==> src/rtl/interpolador_cuadrante.sv <==
// -----------------------------------------------------------------------------
// interpolador_cuadrante
//
// Purpose: takes one 64x64 quadrant of a 256x256 RGB888 source image held in a
// ROM and writes a 2x bilinear upscale (128x128 RGB888) into a destination RAM.
// Every output pixel costs 6 cycles: 4 ROM reads (neighbours A, B, C, D), one
// cycle to catch the last read, and one write cycle.
//
// Ports:
//   clk        single clock
//   reset      synchronous active-high reset
//   start      level; launches one frame when sampled high in IDLE
//   pos_cursor quadrant select, [1:0]=column, [3:2]=row, sampled at launch
//   rom_addr   source address row*256+col (holds its value outside FETCH)
//   rom_data   source pixel {R,G,B}, valid one cycle after rom_addr
//   ram_addr   destination address y*128+x
//   ram_wdata  interpolated pixel {R,G,B}
//   ram_we     one-cycle write strobe
//   busy       high from the cycle after launch through the last write
//   done       one-cycle pulse the cycle after the last write
// -----------------------------------------------------------------------------
module interpolador_cuadrante (
   input  logic        clk,
   input  logic        reset,
   input  logic        start,
   input  logic [3:0]  pos_cursor,
   output logic [15:0] rom_addr,
   input  logic [23:0] rom_data,
   output logic [13:0] ram_addr,
   output logic [23:0] ram_wdata,
   output logic        ram_we,
   output logic        busy,
   output logic        done
);

   typedef enum logic [2:0] {
      S_IDLE,
      S_FETCH,
      S_WAIT,
      S_WRITE,
      S_DONE
   } state_t;

   state_t      state_q,    state_d;
   logic [1:0]  phase_q,    phase_d;    // which neighbour is on rom_addr in FETCH
   logic [6:0]  x_q,        x_d;
   logic [6:0]  y_q,        y_d;
   logic [3:0]  quad_q,     quad_d;
   logic [15:0] rom_addr_q, rom_addr_d;
   logic [23:0] pix_a_q,    pix_a_d;
   logic [23:0] pix_b_q,    pix_b_d;
   logic [23:0] pix_c_q,    pix_c_d;
   logic [23:0] pix_d_q,    pix_d_d;

   // ---------------------------------------------------------------------------
   // Neighbour address generation. Phase bit 0 selects the right-hand column,
   // bit 1 the lower row, giving A, B, C, D for phases 0..3. The +1 neighbour
   // clamps at 63 so reads never leave the quadrant.
   // ---------------------------------------------------------------------------
   logic [5:0]  src_i, src_j, src_i_nxt, src_j_nxt;
   logic [5:0]  col_sel, row_sel;
   logic [15:0] fetch_addr;

   always_comb begin
      src_i      = x_q[6:1];
      src_j      = y_q[6:1];
      src_i_nxt  = (src_i == 6'd63) ? src_i : src_i + 6'd1;
      src_j_nxt  = (src_j == 6'd63) ? src_j : src_j + 6'd1;
      col_sel    = phase_q[0] ? src_i_nxt : src_i;
      row_sel    = phase_q[1] ? src_j_nxt : src_j;
      // Quadrant origin is a multiple of 64, so row/col are plain concatenations.
      fetch_addr = {quad_q[3:2], row_sel, quad_q[1:0], col_sel};
   end

   // ---------------------------------------------------------------------------
   // Per-channel interpolation. Sums are widened by one/two bits and then
   // truncated by the shift, so no rounding is applied.
   // ---------------------------------------------------------------------------
   function automatic logic [7:0] interp_ch(
      input logic [7:0] a,
      input logic [7:0] b,
      input logic [7:0] c,
      input logic [7:0] d,
      input logic       x_odd,
      input logic       y_odd
   );
      logic [8:0] sum_h;
      logic [8:0] sum_v;
      logic [9:0] sum_4;
      sum_h = {1'b0, a} + {1'b0, b};
      sum_v = {1'b0, a} + {1'b0, c};
      sum_4 = {2'b00, a} + {2'b00, b} + {2'b00, c} + {2'b00, d};
      case ({y_odd, x_odd})
         2'b00:   interp_ch = a;
         2'b01:   interp_ch = sum_h[8:1];
         2'b10:   interp_ch = sum_v[8:1];
         default: interp_ch = sum_4[9:2];
      endcase
   endfunction

   logic [23:0] interp_pix;

   always_comb begin
      interp_pix = '0;
      for (int ch = 0; ch < 3; ch++) begin
         interp_pix[ch*8 +: 8] = interp_ch(pix_a_q[ch*8 +: 8], pix_b_q[ch*8 +: 8],
                                           pix_c_q[ch*8 +: 8], pix_d_q[ch*8 +: 8],
                                           x_q[0], y_q[0]);
      end
   end

   // ---------------------------------------------------------------------------
   // State register
   // ---------------------------------------------------------------------------
   // NOTE: sequential state uses non-blocking assignments so every flop samples
   // the pre-edge value of its _d signal regardless of statement order.
   always_ff @(posedge clk) begin
      if (reset) begin
         state_q    <= S_IDLE;
         phase_q    <= '0;
         x_q        <= '0;
         y_q        <= '0;
         quad_q     <= '0;
         rom_addr_q <= '0;
         pix_a_q    <= '0;
         pix_b_q    <= '0;
         pix_c_q    <= '0;
         pix_d_q    <= '0;
      end else begin
         state_q    <= state_d;
         phase_q    <= phase_d;
         x_q        <= x_d;
         y_q        <= y_d;
         quad_q     <= quad_d;
         rom_addr_q <= rom_addr_d;
         pix_a_q    <= pix_a_d;
         pix_b_q    <= pix_b_d;
         pix_c_q    <= pix_c_d;
         pix_d_q    <= pix_d_d;
      end
   end

   // ---------------------------------------------------------------------------
   // Next-state and output logic
   // ---------------------------------------------------------------------------
   always_comb begin
      // NOTE: every signal driven here gets a default first, so no path through
      // the case statement can leave one unassigned and infer a latch.
      state_d    = state_q;
      phase_d    = phase_q;
      x_d        = x_q;
      y_d        = y_q;
      quad_d     = quad_q;
      rom_addr_d = rom_addr_q;
      pix_a_d    = pix_a_q;
      pix_b_d    = pix_b_q;
      pix_c_d    = pix_c_q;
      pix_d_d    = pix_d_q;
      rom_addr   = rom_addr_q;
      ram_we     = 1'b0;
      busy       = 1'b0;
      done       = 1'b0;

      case (state_q)
         S_IDLE: begin
            if (start) begin
               quad_d  = pos_cursor;
               x_d     = '0;
               y_d     = '0;
               phase_d = '0;
               state_d = S_FETCH;
            end
         end

         S_FETCH: begin
            busy       = 1'b1;
            rom_addr   = fetch_addr;
            rom_addr_d = fetch_addr;
            // Data for the previous phase's address arrives this cycle.
            case (phase_q)
               2'd1:    pix_a_d = rom_data;
               2'd2:    pix_b_d = rom_data;
               2'd3:    pix_c_d = rom_data;
               default: ;
            endcase
            phase_d = phase_q + 2'd1;
            if (phase_q == 2'd3) begin
               state_d = S_WAIT;
            end
         end

         S_WAIT: begin
            busy    = 1'b1;
            pix_d_d = rom_data;
            state_d = S_WRITE;
         end

         S_WRITE: begin
            busy   = 1'b1;
            ram_we = 1'b1;
            if (x_q == 7'd127 && y_q == 7'd127) begin
               state_d = S_DONE;
            end else begin
               // x wraps naturally from 127 to 0 in 7 bits.
               x_d = x_q + 7'd1;
               if (x_q == 7'd127) begin
                  y_d = y_q + 7'd1;
               end
               phase_d = '0;
               state_d = S_FETCH;
            end
         end

         S_DONE: begin
            done    = 1'b1;
            state_d = S_IDLE;
         end

         default: begin
            state_d = S_IDLE;
         end
      endcase
   end

   // Write port is forced to zero outside WRITE so reset leaves it clean.
   assign ram_addr  = ram_we ? {y_q, x_q} : '0;
   assign ram_wdata = ram_we ? interp_pix : '0;

endmodule

==> config.mk <==
export PLATFORM = sky130hd
export DESIGN_NAME = interpolador_cuadrante
export DESIGN_NICKNAME = d
export VERILOG_FILES = /design/src/rtl/interpolador_cuadrante.sv
export SDC_FILE = /design/constraint.sdc
export NUM_CORES = 1
export LEC_CHECK = 0
export BUFFER_PORTS_ARGS = -buffer_cell sky130_fd_sc_hd__buf_2
export CORE_MARGIN = 5
export CORE_UTILIZATION = 45
export DETAILED_ROUTE_END_ITERATION = 8
export SYNTH_ARGS = -nofsm -noshare
export SYNTH_HDL_FRONTEND = slang
export SYNTH_SLANG_ARGS = --single-unit
==> constraint.sdc <==
create_clock -name clk -period 5 [get_ports clk]
set_input_delay 0.75 -clock clk [delete_from_list [all_inputs] [get_ports clk]]
set_output_delay 0.75 -clock clk [all_outputs]
set_load 0.02 [all_outputs]
==> impl_metrics.csv, run 1 <==
group,metric,value,unit
synth,asyncSetResetFlopFracSynth,0,%
cells_and_area,final_common_cell,"sky130_fd_sc_hd__nand2_1",
clocking,clk_root_buffer_cell,"sky130_fd_sc_hd__clkbuf_16",
placement,post-place-ws,818,ps
worst_hold_path,hold_path_startpoint,"pix_d_q[7]",
critical_path,cpMaxStageDelayCell,"sky130_fd_sc_hd__fa_1",
power,cellLeakagePower,0.00425,uW
global_route,grt_pass1_wl,40.8,mm
timing,post-route-worst-setup-slack,400,ps
critical_path,largest_delay_share_family_worst_path,"adder cells",
floorplan,dieHeight,154,um
timing,final_setup_skew,7.97,ps
synth,synth_area,0.00932,mm^2
critical_path,crit_path_max_incr_delay,540,ps
timing,max_slew_violations,0,
floorplan,initial_core_util,45.9,%
placement,hpwlAfterDp,17.4,mm
synth,ys_ff_latch,135,
run,cap_viol_max_count,0,
clocking,number_of_sinks_driven_by_the_clock_tree,135,
detailed_routing,via_per_inst,5.28,
cells_and_area,top_library_cells_by_usage_in_the_layout_fill_and_taps_aside,"sky130_fd_sc_hd__nand2_1, sky130_fd_sc_hd__inv_1, sky130_fd_sc_hd__a21oi_1",
critical_path,crit_path_cell_trace,"inv_1 > fa_1 > inv_1 > fa_1 > nand3b_1 > fa_1 > nor2b_1 > o21ai_0 > a21oi_1 > o211a_1 > a2111oi_0 > a211oi_1 > buf_2",
critical_path,regToRegEndpoint,"pix_c_q[19]",
critical_path,timing.critical_path.arrival,3850,ps
synth,synthCells,1221,
floorplan,coreArea,0.0203,mm^2
synth,synth_cell_type_count,66,
detailed_routing,route.detailed.wl_per_inst,15.9,um
worst_hold_path,hold_class,"flip-flop to flip-flop",
cells_and_area,diodes,0,
global_route,antenna_found_initial,2,
floorplan,floorplan_die_width,154,um
timing,worst_slew_pin_slew,1170,ps
critical_path,cp_data_required_time,4250,ps
synth,synth_edf_count,0,
clocking,clk_pin_slew,60,ps
worst_hold_path,hold_path_end,"pix_d_q[7]",
clocking,clock_tree.htree_level_count,4,
global_route,grt_overflow_total,0,
timing,finalSetupViolCount,0,
synth,synth.avg_cell_area,7.63,um^2
detailed_routing,finalWirelength,24.7,mm
timing,final_hold_viol_count,0,
detailed_routing,routed-via-count,8222,
critical_path,cells_on_worst_reg2reg_path,4,
placement,io_buffers,87,
worst_hold_path,worstHoldPathCells,2,
synth,ys_seq_area_share,29.0,%
clocking,ctsLongestPathBuffers,2,
timing,timing.fmax,0.217,GHz
cells_and_area,final_nets,1409,
critical_path,crit_path_max_fanout,5,
floorplan,die-area,0.0237,mm^2
cells_and_area,area_growth_syn_to_fin,12.4,%
global_route,maximum_number_of_pins_on_one_net_before_global_route_repair,85,
power,power_density,245,mW/mm^2
timing,fin_setup_tns,0,ps
detailed_routing,drt.antenna.violating_nets,0,
timing,setup_repair_after_global_routing_missed_its_margin,"no",
synth,synth_nets,1355,
placement,routability_driven_placement_congestion_ratio,0.853,
global_route,grt_pass1_vias,8045,
timing,timing.slew.headroom,21.5,%
critical_path,worstSetupStartpoint,"pix_a_q[1]",
critical_path,cp.buffers_inverters,3,
synth,yosysWarningCount,0,
timing,min_period,4600,ps
synth,synth_flop_cell,"sky130_fd_sc_hd__dfxtp_1",
critical_path,setup.worst_path.start_class,"flip-flop",
clocking,cts_tree,"done",
floorplan,design.portCount,88,
power,vdd_ir_drop_max,0.238,mV
detailed_routing,detailedRoute.firstIterationViolations,480,
critical_path,cpMostUsedCell,"sky130_fd_sc_hd__fa_1",
cells_and_area,fillCellCount,2089,
clocking,clock_latency,420,ps
detailed_routing,drc_violations_left,0,
detailed_routing,number_of_detailed_route_iterations_in_the_first_pass,4,
critical_path,critical_path.endpoint_type,"output pin",
floorplan,std_cell_rows,52,
run_status,outcome,"finished clean",
timing,fin_worst_hold_slack,452,ps
global_route,grtUsageTotal,21.1,%
clocking,tritoncts.num_buffers,17,
critical_path,timing_worst_setup_path_type,"flip-flop to output pin",
critical_path,timing.rr.start,"state_q[0]",
cells_and_area,share_of_post_route_cells_with_drive_strength_above_1,11.3,%
timing,min_period_over_period,92.0,%
clocking,postCtsSetupRepairBufs,0,
critical_path,rrSetupSlack,2020,ps
==> kinds of logic after synthesis <==
kind of cell | share of synthesized area [%]
buffers and inverters | 9.37
multiplexers | 1.09
XOR/XNOR | 3.66
adder cells (fa/ha/maj) | 17.9
AO/OA/AOI/OAI | 17.8
flip-flops | 29.0
AND/OR/NAND/NOR | 21.1
==> cell usage after synthesis (all sizes together) (3+ instances only) <==
cell type    n  area [um^2]
o21ai       54          270
a211o        3         26.3
inv        151          567
nand4b       3         26.3
a21oi      137          686
a311oi       3         26.3
a211oi      17          128
o2111ai      3         26.3
o21bai       4         30.0
o211a        3         30.0
dfxtp      135         2700
nand4       10         68.8
nor4b        3         26.3
mux2i        9         90.1
nor2b       18          113
and2        18          114
a31oi        8         50.1
o21a         4         30.0
nor3b        3         27.5
nand2      271         1020
buf         19          128
clkbuf      45          179
xor2        28          245
nand2b      15         93.8
a2111oi      3         26.3
o211ai       5         37.5
nand3b       5         41.3
nor3        10         50.1
a221oi      12          105
ha          52          651
nor2        59          221
fa          51         1020
xnor2       11         96.3
a21o         8         60.1
nand3       14         75.1
==> through the flow <==
stage               total power (uW)  instance area, um^2  utilization, %  instances
finish                          2570                10500            51.6       1557
CTS                             2590                10500            51.6       1557
detailed placement              1330                 9890            48.7       1526
global placement                1330                 9890            48.7       1526
global route                    2660                10500            51.6       1557
floorplan                       1260                 9320               -       1221
==> worst max path at each step <==
stage                    endpoint  slack (ps)  cells after the start
global placement    ram_wdata[21]         870                     14
floorplan           ram_wdata[21]         890                     13
detailed placement  ram_wdata[13]         820                     13
CTS                 ram_wdata[13]         340                     13
global route        ram_wdata[21]         140                     14
finish               ram_wdata[7]         400                     13
==> registers in the layout, indices dropped and copies added, names as in the netlist <==
signal,flops
x_q,7
pix_b_q,24
pix_d_q,24
phase_q,2
state_q,3
pix_a_q,24
quad_q,4
y_q,7
rom_addr_q,16
pix_c_q,24
==> per-layer routing <==
| layer | global-route usage, % | vias to the layer above | routed length [um] |
|---|---|---|---|
| li1 | - | 4113 | - |
| met1 | 28.3 | 3893 | 11400 |
| met2 | 35.3 | 176 | 11800 |
| met3 | 3.40 | 36 | 1060 |
| met4 | 6.01 | 4 | 425 |
| met5 | 0 | - | 32 |
==> worst min-delay path, stage by stage (launching register included) <==
cell,delay [ps]
sky130_fd_sc_hd__dfxtp_1,300
sky130_fd_sc_hd__nand2_1,50
sky130_fd_sc_hd__a21oi_1,50
==> report_power, final <==
part	total (uW)	switching, uW	leakage [uW]	internal (uW)
combinational	200	135	0.00289	65.7
clock	1260	509	0.000273	752
sequential	1110	15.1	0.00109	1090
==> area by class of cell <==
type	instances	area [um^2]	share of cell area, %
Clock inverter	12	143	1.36
Inverter	151	567	5.41
Multi-Input combinational cell	871	5760	54.9
Timing Repair Buffer	99	528	5.04
Sequential cell	135	2700	25.8
Tap cell	270	338	3.22
Clock buffer	19	443	4.23
==> timing repair <==
item | in CTS | in global routing
resized for setup | 0 | 1
setup endpoints to repair | 0 | 1
endpoints found under the hold margin | 0 | 0
hold buffers | 0 | 0
(Power assumes the default switching activity.)
==> inputs of run 2 (changes only) <==
==> constraint.sdc (replaced) <==
create_clock -name clk -period 5.5 [get_ports clk]
set_input_delay 0.825 -clock clk [delete_from_list [all_inputs] [get_ports clk]]
set_output_delay 0.825 -clock clk [all_outputs]
set_load 0.02 [all_outputs]
==> run 2 against run 1 <==
  * Worst hold slack better by 1.3 ps
  * Register-to-register slack improved by 930 ps
  * Global-route usage fell by 0.13 points
  * Non-clock buffer count is 1 lower
  * Flip-flop and latch count is the same
  * Setup slack gained 140 ps
  * Clock power decreased by 9%
  * First-iteration DRC count is 2.7% lower
  * Core utilization hardly changed
  * Count of clock-buffer cells in the layout rose by 3
  * Critical path type unchanged
  * Largest power group unchanged
==> impl_metrics.csv, run 2 (synthesis results as in run 1) <==
group,metric,value,unit
run_status,outcome,"finished clean",
floorplan,std_cell_rows,52,
clocking,clock_tree.htree_level_count,4,
critical_path,setup.worst_path.start_class,"flip-flop",
floorplan,design.portCount,88,
clocking,clk_root_buffer_cell,"sky130_fd_sc_hd__clkbuf_16",
cells_and_area,finalNonFillerCells,1556,
floorplan,floorplan_die_width,154,um
critical_path,crit_path_max_fanout,23,
cells_and_area,top_library_cells_by_usage_in_the_layout_fill_and_taps_aside,"sky130_fd_sc_hd__nand2_1, sky130_fd_sc_hd__inv_1, sky130_fd_sc_hd__a21oi_1",
clocking,postCtsSetupRepairBufs,0,
placement,routability_driven_placement_congestion_ratio,0.852,
detailed_routing,routed-via-count,8182,
timing,timing.fmax,0.201,GHz
cells_and_area,final_common_cell,"sky130_fd_sc_hd__nand2_1",
floorplan,dieHeight,154,um
worst_hold_path,worstHoldPathCells,2,
power,power_density,223,mW/mm^2
placement,io_buffers,87,
cells_and_area,multi_input_comb_area,0.00575,mm^2
detailed_routing,via_per_inst,5.26,
critical_path,timing.critical_path.arrival,4140,ps
timing,finalSetupViolCount,0,
worst_hold_path,hold_path_end,"pix_b_q[19]",
power,vdd_ir_drop_max,0.219,mV
clocking,number_of_sinks_driven_by_the_clock_tree,135,
timing,min_period_over_period,90.2,%
cells_and_area,seq_area,0.00270,mm^2
global_route,grtUsageTotal,21.0,%
timing,final_setup_skew,10.6,ps
global_route,grt_pass1_wl,40.9,mm
timing,setup_repair_after_global_routing_missed_its_margin,"no",
power,cellLeakagePower,0.00425,uW
timing,final_hold_viol_count,0,
floorplan,die-area,0.0237,mm^2
floorplan,coreArea,0.0203,mm^2
timing,max_slew_violations,0,
detailed_routing,drc_violations_left,0,
clocking,cts.hold.buffers_added,0,
placement,post-place-ws,1020,ps
placement,hpwlAfterDp,17.1,mm
power,fin_total_pwr,2340,uW
critical_path,worstSetupStartpoint,"x_q[0]",
cells_and_area,area_growth_syn_to_fin,12.3,%
critical_path,critical_path.endpoint_type,"output pin",
floorplan,initial_core_util,45.9,%
detailed_routing,drt.antenna.violating_nets,0,
critical_path,rrSetupSlack,2950,ps
cells_and_area,fillCellCount,2055,
critical_path,regToRegEndpoint,"y_q[5]",
placement,dp.cells,1525,
global_route,maximum_number_of_pins_on_one_net_before_global_route_repair,79,
cells_and_area,utilization,51.6,%
clocking,post_cts_resize_count,0,
cells_and_area,share_of_post_route_cells_with_drive_strength_above_1,11.0,%
cells_and_area,diodes,0,
clocking,ctsLongestPathBuffers,2,
timing,fin_setup_tns,0,ps
global_route,grt_overflow_total,0,
detailed_routing,detailedRoute.firstIterationViolations,467,
run,cap_viol_max_count,0,
detailed_routing,route.detailed.wl_per_inst,15.7,um
timing,min_period,4960,ps
critical_path,cp_data_required_time,4680,ps
worst_hold_path,hold_path_startpoint,"pix_b_q[19]",
global_route,antenna_found_initial,1,
timing,post-route-worst-setup-slack,537,ps
worst_hold_path,hold_class,"flip-flop to flip-flop",
clocking,clk_pin_slew,60,ps
critical_path,cells_on_worst_reg2reg_path,5,
clocking,clock_latency,420,ps
detailed_routing,finalWirelength,24.4,mm
cells_and_area,final_nets,1408,
clocking,tritoncts.num_buffers,17,
detailed_routing,number_of_detailed_route_iterations_in_the_first_pass,5,
timing,timing.slew.headroom,27.1,%
critical_path,timing_worst_setup_path_type,"flip-flop to output pin",
critical_path,timing.rr.start,"state_q[2]",
clocking,cts_tree,"done",
global_route,grt_pass1_vias,7979,
timing,worst_slew_pin_slew,1080,ps
## run 2: stage by stage
step,hold slack (ps),instance area [um^2]
6_report,454,10500
3_3_place_gp,442,9880
3_5_place_dp,447,9880
4_1_cts,455,10500
5_1_grt,466,10500
2_1_floorplan,436,9320
## run 2: report_power, final
part           total (uW)  internal (uW)  switching (uW)
Clock                1150            706             445
Combinational         181           58.8             122
Sequential           1010            992            13.7
## run 2: routing by layer
metal  up-vias  track usage, %  routed length [um]
li1       4114               -                   -
met1      3857            29.5               11800
met2       181            34.2               11300
met3        28            2.81                1000
met4         2            5.38                 308
met5         -               0                  13
## run 2: worst max path at each step
stage / endpoint / slack [ps]
2_1_floorplan: ram_wdata[21] / 1310
3_3_place_gp: ram_wdata[13] / 1140
3_5_place_dp: ram_wdata[13] / 1020
4_1_cts: ram_wdata[13] / 550
5_1_grt: ram_wdata[11] / 250
6_report: ram_wdata[13] / 540
## run 2: layout make-up
| cell class | instances | area share [%] |
|---|---|---|
| well taps | 270 | 3.23 |
| repair buffers | 98 | 4.97 |
| inverters | 151 | 5.41 |
| flip-flops and latches | 135 | 25.8 |
| clock inverters | 9 | 1.12 |
| multi-input cells | 871 | 54.9 |
| clock buffers | 22 | 4.53 |
## run 2: critical path, cell delays in order (launching register included)
cell                       delay, ps
sky130_fd_sc_hd__dfxtp_1         380
sky130_fd_sc_hd__inv_1           130
sky130_fd_sc_hd__ha_1            850
sky130_fd_sc_hd__buf_4           410
sky130_fd_sc_hd__mux2i_1         250
sky130_fd_sc_hd__nor2_1           80
sky130_fd_sc_hd__fa_1            410
sky130_fd_sc_hd__a21o_1          200
sky130_fd_sc_hd__a21oi_1         260
sky130_fd_sc_hd__o21ai_0         130
sky130_fd_sc_hd__o211ai_1        130
sky130_fd_sc_hd__nand3_1         130
sky130_fd_sc_hd__a21oi_1         170
sky130_fd_sc_hd__buf_2           170
